[src/rtl/btn_pkg.sv]
// Shared constants and state encoding for the front-panel key debouncer.
// Imported by the debouncer RTL, the transaction FSM and the benches.
package btn_pkg;

  localparam int unsigned DEF_N_BTN      = 4;
  localparam int unsigned DEF_DEB_CYCLES = 50000;
  localparam int unsigned DEF_CNT_W      = 16;

  typedef enum logic [1:0] {
    IDLE_LO = 2'b00,
    WAIT_HI = 2'b01,
    IDLE_HI = 2'b10,
    WAIT_LO = 2'b11
  } deb_state_e;

endpackage

[src/rtl/debounce_channel.sv]
// One key: 2-flop synchroniser, counter debouncer, press/release pulses.
// press_nxt_o exposes next-cycle press so the top can register any_press.
module debounce_channel
  import btn_pkg::*;
#(
  parameter int unsigned DEB_CYCLES = DEF_DEB_CYCLES,
  parameter int unsigned CNT_W      = DEF_CNT_W,
  parameter bit          ACTIVE_LOW = 1'b0
) (
  input  logic clk_i,
  input  logic rst_i,
  input  logic raw_i,
  output logic level_o,
  output logic press_o,
  output logic release_o,
  output logic press_nxt_o
);

  localparam logic [CNT_W-1:0] CNT_ONE  = CNT_W'(1);
  localparam logic [CNT_W-1:0] CNT_LAST = CNT_W'(DEB_CYCLES - 1);

  logic       s1_q;
  logic       s2_q;
  deb_state_e state_q, state_d;
  logic [CNT_W-1:0] cnt_q, cnt_d;
  logic       level_q, level_d;
  logic       press_q, press_d;
  logic       release_q, release_d;

  always_ff @(posedge clk_i or posedge rst_i) begin
    if (rst_i) begin
      s1_q <= 1'b0;
      s2_q <= 1'b0;
    end else begin
      s1_q <= raw_i;
      s2_q <= s1_q ^ ACTIVE_LOW;
    end
  end

  always_comb begin
    state_d   = state_q;
    cnt_d     = cnt_q;
    level_d   = level_q;
    press_d   = 1'b0;
    release_d = 1'b0;
    unique case (state_q)
      IDLE_LO: begin
        cnt_d = '0;
        if (s2_q) begin
          state_d = WAIT_HI;
          cnt_d   = CNT_ONE;
        end
      end
      WAIT_HI: begin
        if (!s2_q) begin
          state_d = IDLE_LO;
          cnt_d   = '0;
        end else if (cnt_q == CNT_LAST) begin
          state_d = IDLE_HI;
          cnt_d   = '0;
          level_d = 1'b1;
          press_d = 1'b1;
        end else begin
          cnt_d = cnt_q + CNT_ONE;
        end
      end
      IDLE_HI: begin
        cnt_d = '0;
        if (!s2_q) begin
          state_d = WAIT_LO;
          cnt_d   = CNT_ONE;
        end
      end
      WAIT_LO: begin
        // Any high sample restarts the hold; the count never passes CNT_LAST
        if (s2_q) begin
          state_d = IDLE_HI;
          cnt_d   = '0;
        end else if (cnt_q == CNT_LAST) begin
          state_d   = IDLE_LO;
          cnt_d     = '0;
          level_d   = 1'b0;
          release_d = 1'b1;
        end else begin
          cnt_d = cnt_q + CNT_ONE;
        end
      end
      default: begin
        state_d = IDLE_LO;
        cnt_d   = '0;
        level_d = 1'b0;
      end
    endcase
  end

  always_ff @(posedge clk_i or posedge rst_i) begin
    if (rst_i) begin
      state_q   <= IDLE_LO;
      cnt_q     <= '0;
      level_q   <= 1'b0;
      press_q   <= 1'b0;
      release_q <= 1'b0;
    end else begin
      state_q   <= state_d;
      cnt_q     <= cnt_d;
      level_q   <= level_d;
      press_q   <= press_d;
      release_q <= release_d;
    end
  end

  assign level_o     = level_q;
  assign press_o     = press_q;
  assign release_o   = release_q;
  assign press_nxt_o = press_d;

endmodule

[src/rtl/btn_debounce_sync.sv]
// Front-panel key conditioning: N_BTN independent debounce channels
// plus a registered any_press aligned with the per-key press pulses.
module btn_debounce_sync
  import btn_pkg::*;
#(
  parameter int unsigned N_BTN      = DEF_N_BTN,
  parameter int unsigned DEB_CYCLES = DEF_DEB_CYCLES,
  parameter int unsigned CNT_W      = DEF_CNT_W,
  parameter bit          ACTIVE_LOW = 1'b0
) (
  input  logic             clk,
  input  logic             rst,
  input  logic [N_BTN-1:0] btn_raw,
  output logic [N_BTN-1:0] btn_level,
  output logic [N_BTN-1:0] btn_press,
  output logic [N_BTN-1:0] btn_release,
  output logic             any_press
);

  logic [N_BTN-1:0] press_nxt;
  logic             any_press_q, any_press_d;

  for (genvar i = 0; i < N_BTN; i++) begin : g_ch
    debounce_channel #(
      .DEB_CYCLES (DEB_CYCLES),
      .CNT_W      (CNT_W),
      .ACTIVE_LOW (ACTIVE_LOW)
    ) u_ch (
      .clk_i       (clk),
      .rst_i       (rst),
      .raw_i       (btn_raw[i]),
      .level_o     (btn_level[i]),
      .press_o     (btn_press[i]),
      .release_o   (btn_release[i]),
      .press_nxt_o (press_nxt[i])
    );
  end

  assign any_press_d = |press_nxt;

  always_ff @(posedge clk or posedge rst) begin
    if (rst) begin
      any_press_q <= 1'b0;
    end else begin
      any_press_q <= any_press_d;
    end
  end

  assign any_press = any_press_q;

endmodule

[config.mk]
export PLATFORM = sky130hd
export DESIGN_NAME = btn_debounce_sync
export DESIGN_NICKNAME = d
export VERILOG_FILES = /design/src/rtl/btn_pkg.sv /design/src/rtl/debounce_channel.sv /design/src/rtl/btn_debounce_sync.sv
export SDC_FILE = /design/constraint.sdc
export NUM_CORES = 1
export LEC_CHECK = 0
export ABC_AREA = 1
export CORE_MARGIN = 2
export CORE_UTILIZATION = 43
export DETAILED_ROUTE_END_ITERATION = 10
export MAX_ROUTING_LAYER = met4
export SYNTH_ARGS = -nofsm -noshare
export SYNTH_HDL_FRONTEND = slang
export SYNTH_SLANG_ARGS = --single-unit
[constraint.sdc]
create_clock -name clk -period 3.1 [get_ports clk]
set_input_delay 0.31 -clock clk [delete_from_list [all_inputs] [get_ports clk]]
set_output_delay 0.31 -clock clk [all_outputs]
set_load 0.05 [all_outputs]
==> results of run 1 <==
==> cell families (layout without fill, tap and decap cells) <==
family	Yosys count	after routing	share of synthesized area (%)
and+or+nand+nor	311	311	33.32
buffers and inverters	92	109	8.784
xor gates and xnor gates	24	24	4.302
adders and majority gates	4	4	1.024
AOI/OAI and AO/OA	43	43	4.943
DFF	93	93	47.63
==> Yosys cell counts, drive strengths merged, types with 6 or more instances <==
master / instances / area (um^2)
nand2: 125 / 529.3
nor2: 106 / 560.5
xor2: 16 / 140.1
buf: 16 / 143.9
dfrtp: 93 / 2327
nor3: 27 / 193.9
o21bai: 6 / 48.80
inv: 76 / 285.3
xnor2: 8 / 70.07
o21ai: 17 / 85.08
nand3: 38 / 242.7
a21oi: 20 / 107.6
nand4: 12 / 75.07
==> area by class of cell <==
class                           count  share of cell area (%)
Clock buffer                       12                   4.564
Sequential cell                    93                   43.10
Timing Repair Buffer               19                   3.707
Inverter                           76                   5.306
Multi-Input combinational cell    382                   39.43
Clock inverter                      2                  0.6487
Tap cell                          140                   3.244
==> report_power, final <==
part	total, mW	switching (mW)	internal, mW
Combinational	0.218	0.150	0.0679
Sequential	1.31	0.0451	1.26
Clock	1.06	0.425	0.637
Total	2.59	0.620	1.97
==> state kept, by name, indices dropped and copies added, names as in the netlist, named ones only <==
signal / flops
g_ch.u_ch.level_o: 4
any_press: 1
g_ch.u_ch.cnt_q: 64
g_ch.u_ch.state_q: 4
g_ch.u_ch.press_o: 4
g_ch.u_ch.s2_q: 4
g_ch.u_ch.s1_q: 4
g_ch.u_ch.release_o: 4
==> final timing paths <==
path	from	to	cells past startpoint
min in group asynchronous	rst	g_ch[0].u_ch.press_o	2
max reg2reg	g_ch[3].u_ch.cnt_q[1]	g_ch[3].u_ch.cnt_q[10]	8
max	g_ch[2].u_ch.level_o	btn_level[2]	1
min reg2reg	g_ch[0].u_ch.s1_q	g_ch[0].u_ch.s2_q	0
min	g_ch[0].u_ch.s1_q	g_ch[0].u_ch.s2_q	0
max in group asynchronous	rst	g_ch[2].u_ch.release_o	3
==> routing by layer <==
layer  track usage (%)  routed length (um)  up-vias
li1                  -                   -     1793
met1             18.97                3880     1654
met2             24.79                4030       39
met3             3.293                 257       13
met4             6.167                 137        0
met5                 -                   0        -
==> summary.json, run 1 <==
{
  "status": "completed",
  "tritoncts.num_buffers": 9,
  "drv_cap": 0,
  "n_antenna_cell": 0,
  "achievable-frequency_mhz": 557.5,
  "setup.worst_path.class": "reg2out",
  "drive_above_1_share_pct": 15.41,
  "ys_seq_elements": 93,
  "viasPerCell": 4.833,
  "fp-row-count": 38,
  "dp.final_hpwl_um": 5994,
  "cp-end-kind": "output pin",
  "gp_routability_congestion": 0.8658,
  "synth_area_per_cell_um2": 8.617,
  "power.static_leakage_nw": 2.326,
  "r2r_setup_slack_ps": 1570,
  "clock_latency_ps": 340,
  "floorplan.io_pins": 19,
  "final.period_utilization_pct": 57.86,
  "setup_ws_ps": 1306,
  "final_antenna_net_count": 0,
  "placement.io_buffers": 18,
  "period_minus_slack_ps": 1794,
  "hold_viol": 0,
  "postPlaceCellArea_um2": 5119,
  "filler_cell_count": 1033,
  "inst_count_dp": 710,
  "synth_sequential_area_ratio_pct": 47.63,
  "ys.flop_type": "dfrtp_1",
  "cts.sink_count": 93,
  "globalRouteTotalUtil_pct": 15.39,
  "report.final.setup_viol": 0,
  "dp_slack_ps": 1513,
  "cts_root_buffer": "clkbuf_16",
  "netlist-cell-type-count": 31,
  "die-height_um": 110.6,
  "cts_max_level": 3,
  "mappedNetlistArea_um2": 4886,
  "fin_util_pct": 49.17,
  "most_frequent_standard_cell_in_the_layout_excluding_fill_and_tap_cells": "nand2_1",
  "cts-hold-fix-buffers": 0,
  "finClkSkew_ps": 7.437,
  "cp_cell_sequence": "clkdlybuf4s50_1",
  "layout_common_cells": "nand2_1 (107), dfrtp_1 (93), nor2_1 (73)",
  "num_vias": 3499,
  "multi_input_comb_area_um2": 2130,
  "cts_repair_resize_count": 0,
  "cts_setup_buffers": 0,
  "timing.hold.ws_ps": 347.8,
  "worstMarginPinSlew_ps": 819.4,
  "grt_antenna_before_repair": 0,
  "number_of_design_rule_violations_left_by_the_first_detailed_router_iteration": 151,
  "grt_first_pass_wirelength_um": 15260,
  "die-width_um": 110.6,
  "cp.arrival_ps": 1480,
  "power-per-cell-area_nw_per_um2": 478.7,
  "required_ps": 2790,
  "final_max_slew_viol_count": 0,
  "grt-ovfl-total": 0,
  "drt_pass_1_iters": 4,
  "report.power.total_mw": 2.585,
  "cts_tree": "built",
  "ctsLongestPathBuffers": 2,
  "maximum_fanout_encountered_on_the_critical_timing_path": 2,
  "critical_path.slowest_cell": "clkdlybuf4s50_1",
  "worst_ir_drop_vdd_mv": 0.2404,
  "synth_warnings": 0,
  "detail_route.drc_violations": 0,
  "post_cts_clock_slew_at_the_launch_and_capture_registers_of_the_worst_setup_and_hold_paths_ps": 60,
  "first_global_vias": 3510,
  "rsz0062_at_grt": "no",
  "worst_slew_margin_rel_pct": 45.31,
  "syn_to_final_growth_pct": 10.52,
  "seqCellArea_um2": 2327,
  "grt_max_degree": 48,
  "syn_inst": 567,
  "worst_hold_path_type": "reg2reg",
  "fin_area_um2": 5400,
  "design.final.nets": 591,
  "critical-path-top-delay-family": "buffers and inverters",
  "critPathLaunchType": "flip-flop",
  "setup-tns-final_ps": 0,
  "finalNonFillerCells": 724,
  "critical_path.max_stage_delay_ps": 800,
  "totalWireLength_um": 8305,
  "async_flop_share_pct": 100.0,
  "core_area_um2": 10980,
  "die_area_um2": 12230,
  "cp.buffers_inverters": 1,
  "syn_nets": 577,
  "routed_wire_length_per_instance_um": 11.47,
  "synth_enable_flop_cells": 0,
  "initial_utilization_pct": 44.49
}
No activity file was read; power rests on OpenSTA's default activity.
==> run 2: changes to the inputs <==
==> constraint.sdc (replaced) <==
create_clock -name clk -period 1.6 [get_ports clk]
set_input_delay 0.16 -clock clk [delete_from_list [all_inputs] [get_ports clk]]
set_output_delay 0.16 -clock clk [all_outputs]
set_load 0.05 [all_outputs]
==> summary.json, run 2 (same netlist as run 1, synthesis figures left out) <==
{
  "post_cts_clock_slew_at_the_launch_and_capture_registers_of_the_worst_setup_and_hold_paths_ps": 70,
  "report.power.total_mw": 5.143,
  "report.final.setup_viol": 0,
  "fp-row-count": 38,
  "placement.io_buffers": 18,
  "viasPerCell": 4.757,
  "regToRegStartpoint": "g_ch[2].u_ch.cnt_q[0]",
  "drv_cap": 0,
  "grt_met1_usage_pct": 21.29,
  "worst_reg2reg_path_depth": 6,
  "drt_pass_1_iters": 6,
  "cts_setup_buffers": 0,
  "busiest_layer": "met2",
  "dp_slack_ps": 96.52,
  "maximum_fanout_encountered_on_the_critical_timing_path": 12,
  "setup.worst_path.class": "reg2reg",
  "grt_max_degree": 51,
  "cts_root_buffer": "clkbuf_16",
  "totalWireLength_um": 8545,
  "detail_route.drc_violations": 0,
  "worst_hold_path_type": "in2async",
  "cp.arrival_ps": 1710,
  "grt.met2_usage_pct": 23.35,
  "worstMarginPinSlew_ps": 393.7,
  "clock_latency_ps": 330,
  "fin_util_pct": 49.61,
  "critPathLaunchType": "flip-flop",
  "hold_viol": 0,
  "worst_r2r_endpoint": "g_ch[2].u_ch.cnt_q[0]",
  "initial_utilization_pct": 44.49,
  "core_area_um2": 10980,
  "cp-end-kind": "flip-flop",
  "design.final.nets": 594,
  "largest-register": "g_ch.u_ch.cnt_q",
  "global_route.usage.met3_pct": 3.019,
  "die-width_um": 110.6,
  "largest_register_ffs": 64,
  "grt_antenna_before_repair": 0,
  "n_antenna_cell": 0,
  "dp.final_hpwl_um": 6160,
  "worst_ir_drop_vdd_mv": 0.5164,
  "globalRouteTotalUtil_pct": 15.46,
  "die_area_um2": 12230,
  "power.static_leakage_nw": 2.382,
  "worst_slew_margin_rel_pct": 73.55,
  "grt-ovfl-total": 0,
  "filler_cell_count": 1024,
  "ctsLongestPathBuffers": 2,
  "final_max_slew_viol_count": 0,
  "floorplan.io_pins": 19,
  "final.period_utilization_pct": 91.33,
  "syn_to_final_growth_pct": 11.52,
  "layout_common_cells": "nand2_1 (107), dfrtp_1 (93), nor2_1 (73)",
  "cts_max_level": 3,
  "number_of_design_rule_violations_left_by_the_first_detailed_router_iteration": 248,
  "cts.sink_count": 93,
  "setup_ws_ps": 138.8,
  "num_vias": 3463,
  "period_minus_slack_ps": 1461,
  "gp_routability_congestion": 0.8541,
  "drive_above_1_share_pct": 18.54,
  "die-height_um": 110.6,
  "status": "completed",
  "r2r_setup_slack_ps": 140,
  "achievable-frequency_mhz": 684.4,
  "power-per-cell-area_nw_per_um2": 943.9,
  "setup-tns-final_ps": 0,
  "required_ps": 1840,
  "cts_tree": "built",
  "tritoncts.num_buffers": 9,
  "grt_first_pass_wirelength_um": 15370,
  "final_antenna_net_count": 0,
  "finClkSkew_ps": 12.40,
  "most_frequent_standard_cell_in_the_layout_excluding_fill_and_tap_cells": "nand2_1",
  "routed_wire_length_per_instance_um": 11.74,
  "first_global_vias": 3344
}
==> run 2: layout make-up <==
| class | instances | area (um^2) | area share [%] |
|---|---|---|---|
| inverter | 76 | 289.0 | 5.304 |
| sequential | 93 | 2327 | 42.71 |
| tap | 140 | 175.2 | 3.215 |
| clock buffer | 11 | 252.7 | 4.638 |
| timing repair buffer | 22 | 202.7 | 3.720 |
| clock inverter | 4 | 47.55 | 0.8726 |
| multi-input combinational | 382 | 2155 | 39.54 |
==> run 2: worst max-delay path by stage <==
stage                               start                endpoint  slack, ps  cells past startpoint
global placement    g_ch[1].u_ch.cnt_q[0]   g_ch[1].u_ch.cnt_q[0]        140                      6
finish              g_ch[2].u_ch.cnt_q[0]   g_ch[2].u_ch.cnt_q[0]        140                      6
floorplan           g_ch[2].u_ch.cnt_q[0]   g_ch[2].u_ch.cnt_q[9]        300                      7
detailed placement  g_ch[1].u_ch.cnt_q[0]   g_ch[1].u_ch.cnt_q[7]        100                      6
global route        g_ch[0].u_ch.cnt_q[0]  g_ch[0].u_ch.cnt_q[15]         -4                      8
CTS                 g_ch[1].u_ch.cnt_q[0]   g_ch[1].u_ch.cnt_q[0]         70                      6
==> run 2: worst max-delay path, cell delays in order, from the launching register on <==
cell and delay, ps:
dfrtp_1 390, ha_1 260, nand3_4 150, nor2_4 70, nand2_1 80, nand3_2 220
o21ai_1 210
==> run 2: per-layer routing <==
metal	routed length, um	part of all wire [%]
met5	0	0
met4	99	1.2
met3	211	2.5
met2	3920	46
met1	4313	50
==> run 2: stage by stage <==
| step | std cells | cell area (um^2) | hold slack [ps] |
|---|---|---|---|
| after detailed placement | 713 | 5124 | 336.3 |
| after global placement | 713 | 5124 | 332.0 |
| after floorplan | 567 | 4890 | 191.4 |
| after CTS | 728 | 5424 | 130.7 |
| final | 728 | 5449 | 130.1 |
| after global routing | 728 | 5449 | 155.7 |
==> run 2: report_power, final <==
group	switching [mW]	total [mW]	internal [mW]
combinational	0.305	0.456	0.151
sequential	0.0888	2.53	2.44
clock	0.875	2.16	1.28
==> run 2: repair_timing <==
item	4_1_cts	5_1_grt
setup endpoints to repair	0	10
resized for setup	0	4
hold buffers	0	0
==> edit: new RTL, settings of run 2 <==
Change the package constant `DEF_N_BTN` from 4 to 5.
--- a/src/rtl/btn_pkg.sv
+++ b/src/rtl/btn_pkg.sv
@@ -3,5 +3,5 @@
 package btn_pkg;
 
-  localparam int unsigned DEF_N_BTN      = 4;
+  localparam int unsigned DEF_N_BTN      = 5;
   localparam int unsigned DEF_DEB_CYCLES = 50000;
   localparam int unsigned DEF_CNT_W      = 16;
Ports: changed (resized btn_level, btn_press, btn_raw and btn_release); port bits go from 19 to 23. The function was not compared with the original's and may differ.
==> edit against run 2 <==
Design area increased by 25%. Fmax down 1.4%. Power increased by 52%. Worst setup slack lost 0.020 ns. Synthesized area up 19%. Wire length is 29% higher. Combinational power rose by 97%. Sequential cell count rose by 23. Critical path type unchanged. Largest power group is now the clock network. Highest routed layer unchanged.
==> edit: results (changes against run 2) <==
* Fin nets at 757 (was 594)
* Setup ws final at 0.119 ns (was 0.139 ns)
* Clock latency on the worst-skew pair at 0.41 ns (was 0.33 ns)
* Signal buffers share of area at 5.13% (was 3.72%)
* GRT met2 Usage at 25.8% (was 23.4%)
* Placer Congestion at 0.904 (was 0.854)
* Placed Cells at 894 (was 713)
* Met1 Resource Use GR at 22.1% (was 21.3%)
* DP HPWL at 7.87 mm (was 6.16 mm)
* WL/cell at 11.8 um (was 11.7 um)
* Largest cells by area after synthesis: dfrtp_1, nand2_1, nor2_1, inv_1, nand3_1 (was dfrtp_1, nand2_1, nor2_1, inv_1, nor2_4)
* Yosys reg bits at 116 (was 93)
* Pre-CTS WS at 0.0112 ns (was 0.0965 ns)
* HP Class: in -> reg (was in -> async)
* Met3 Usage GRT at 4.53% (was 3.02%)
* Seq area share at 42.5% (was 42.7%)
* Total CTS buffers at 17 (was 9)
* Htree depth at 4 (was 3)
* Placed cell area at 6150 um2 (was 5120 um2)
* Synth Area in Compound Gates at 3.86% (was 4.94%)
* Non-Filler Instances at 934 (was 728)
* Post-Synth XOR/XNOR Area at 4.96% (was 4.30%)
* WHS at 0.184 ns (was 0.130 ns)
* Layout cells sized above 1 at 13.9% (was 18.5%)
* Syn_nets at 720 (was 577)
* GR Util All Layers at 17.1% (was 15.5%)
* Most common library cells after synthesis: nand2_1, nor2_1, dfrtp_1 (was nand2_1, dfrtp_1, nor2_1)
* Arr. time, crit path at 1.80 ns (was 1.71 ns)
* Largest net degree at the start of global routing at 74 (was 51)
* Total length of routed met2 wires at 5.16 mm (was 3.92 mm)
* Final clock-cell share at 8.59% (was 5.51%)
* Clock skew at 0.00700 ns (was 0.0124 ns)
* Sequential share of the synthesized area at 49.8% (was 47.6%)
* R2R Path Start: g_ch[0].u_ch.cnt_q[0]$_DFF_PP0_ (was g_ch[2].u_ch.cnt_q[0]$_DFF_PP0_)
* Seq. cell area at 2900 um2 (was 2330 um2)
* Clock slew at reported path FFs at 0.05 ns (was 0.07 ns)
* Max reg flops at 80 (was 64)
* Status: finished clean (unchanged)
* Crit path max fanout at 8 (was 12)
* Maximum vdd ir drop at 749 uV (was 516 uV)
* First-pass GRT wire length at 19.2 mm (was 15.4 mm)
* DR iter-0 viols at 237 (was 248)
* Metal3 WL at 291 um (was 211 um)
* Reg2reg end: g_ch[0].u_ch.cnt_q[6]$_DFF_PP0_ (was g_ch[2].u_ch.cnt_q[0]$_DFF_PP0_)
* I/O Buffers at 22 (was 18)
## edit: cell types whose count changed after synthesis, moves of 6 or more
| cell | run 2 | this run |
|---|---|---|
| nor2_4 | 16 | 6 |
| nand2_2 | 15 | 4 |
| o21ai_1 | 7 | 1 |
| nand2_1 | 107 | 145 |
| inv_1 | 69 | 86 |
| nor2_1 | 73 | 135 |
| dfrtp_1 | 93 | 116 |
| nand3_1 | 32 | 45 |
| nor3_1 | 19 | 27 |
| nor2_2 | 17 | 10 |
| xor2_1 | 16 | 22 |
## edit: cells by family after synthesis
kind of cell,count (synthesis)
AND/OR/NAND/NOR,404
flip-flops,116
buffers and inverters,109
AO/OA/AOI/OAI,41
XOR/XNOR,33
adder cells (fa/ha/maj),5
## edit: power by group
part	leakage [nW]	switching, W	internal (W)	total (W)
sequential	1.57	0.000139	0.00308	0.00322
clock	0.273	0.00132	0.00236	0.00368
combinational	1.25	0.000502	0.000395	0.000897
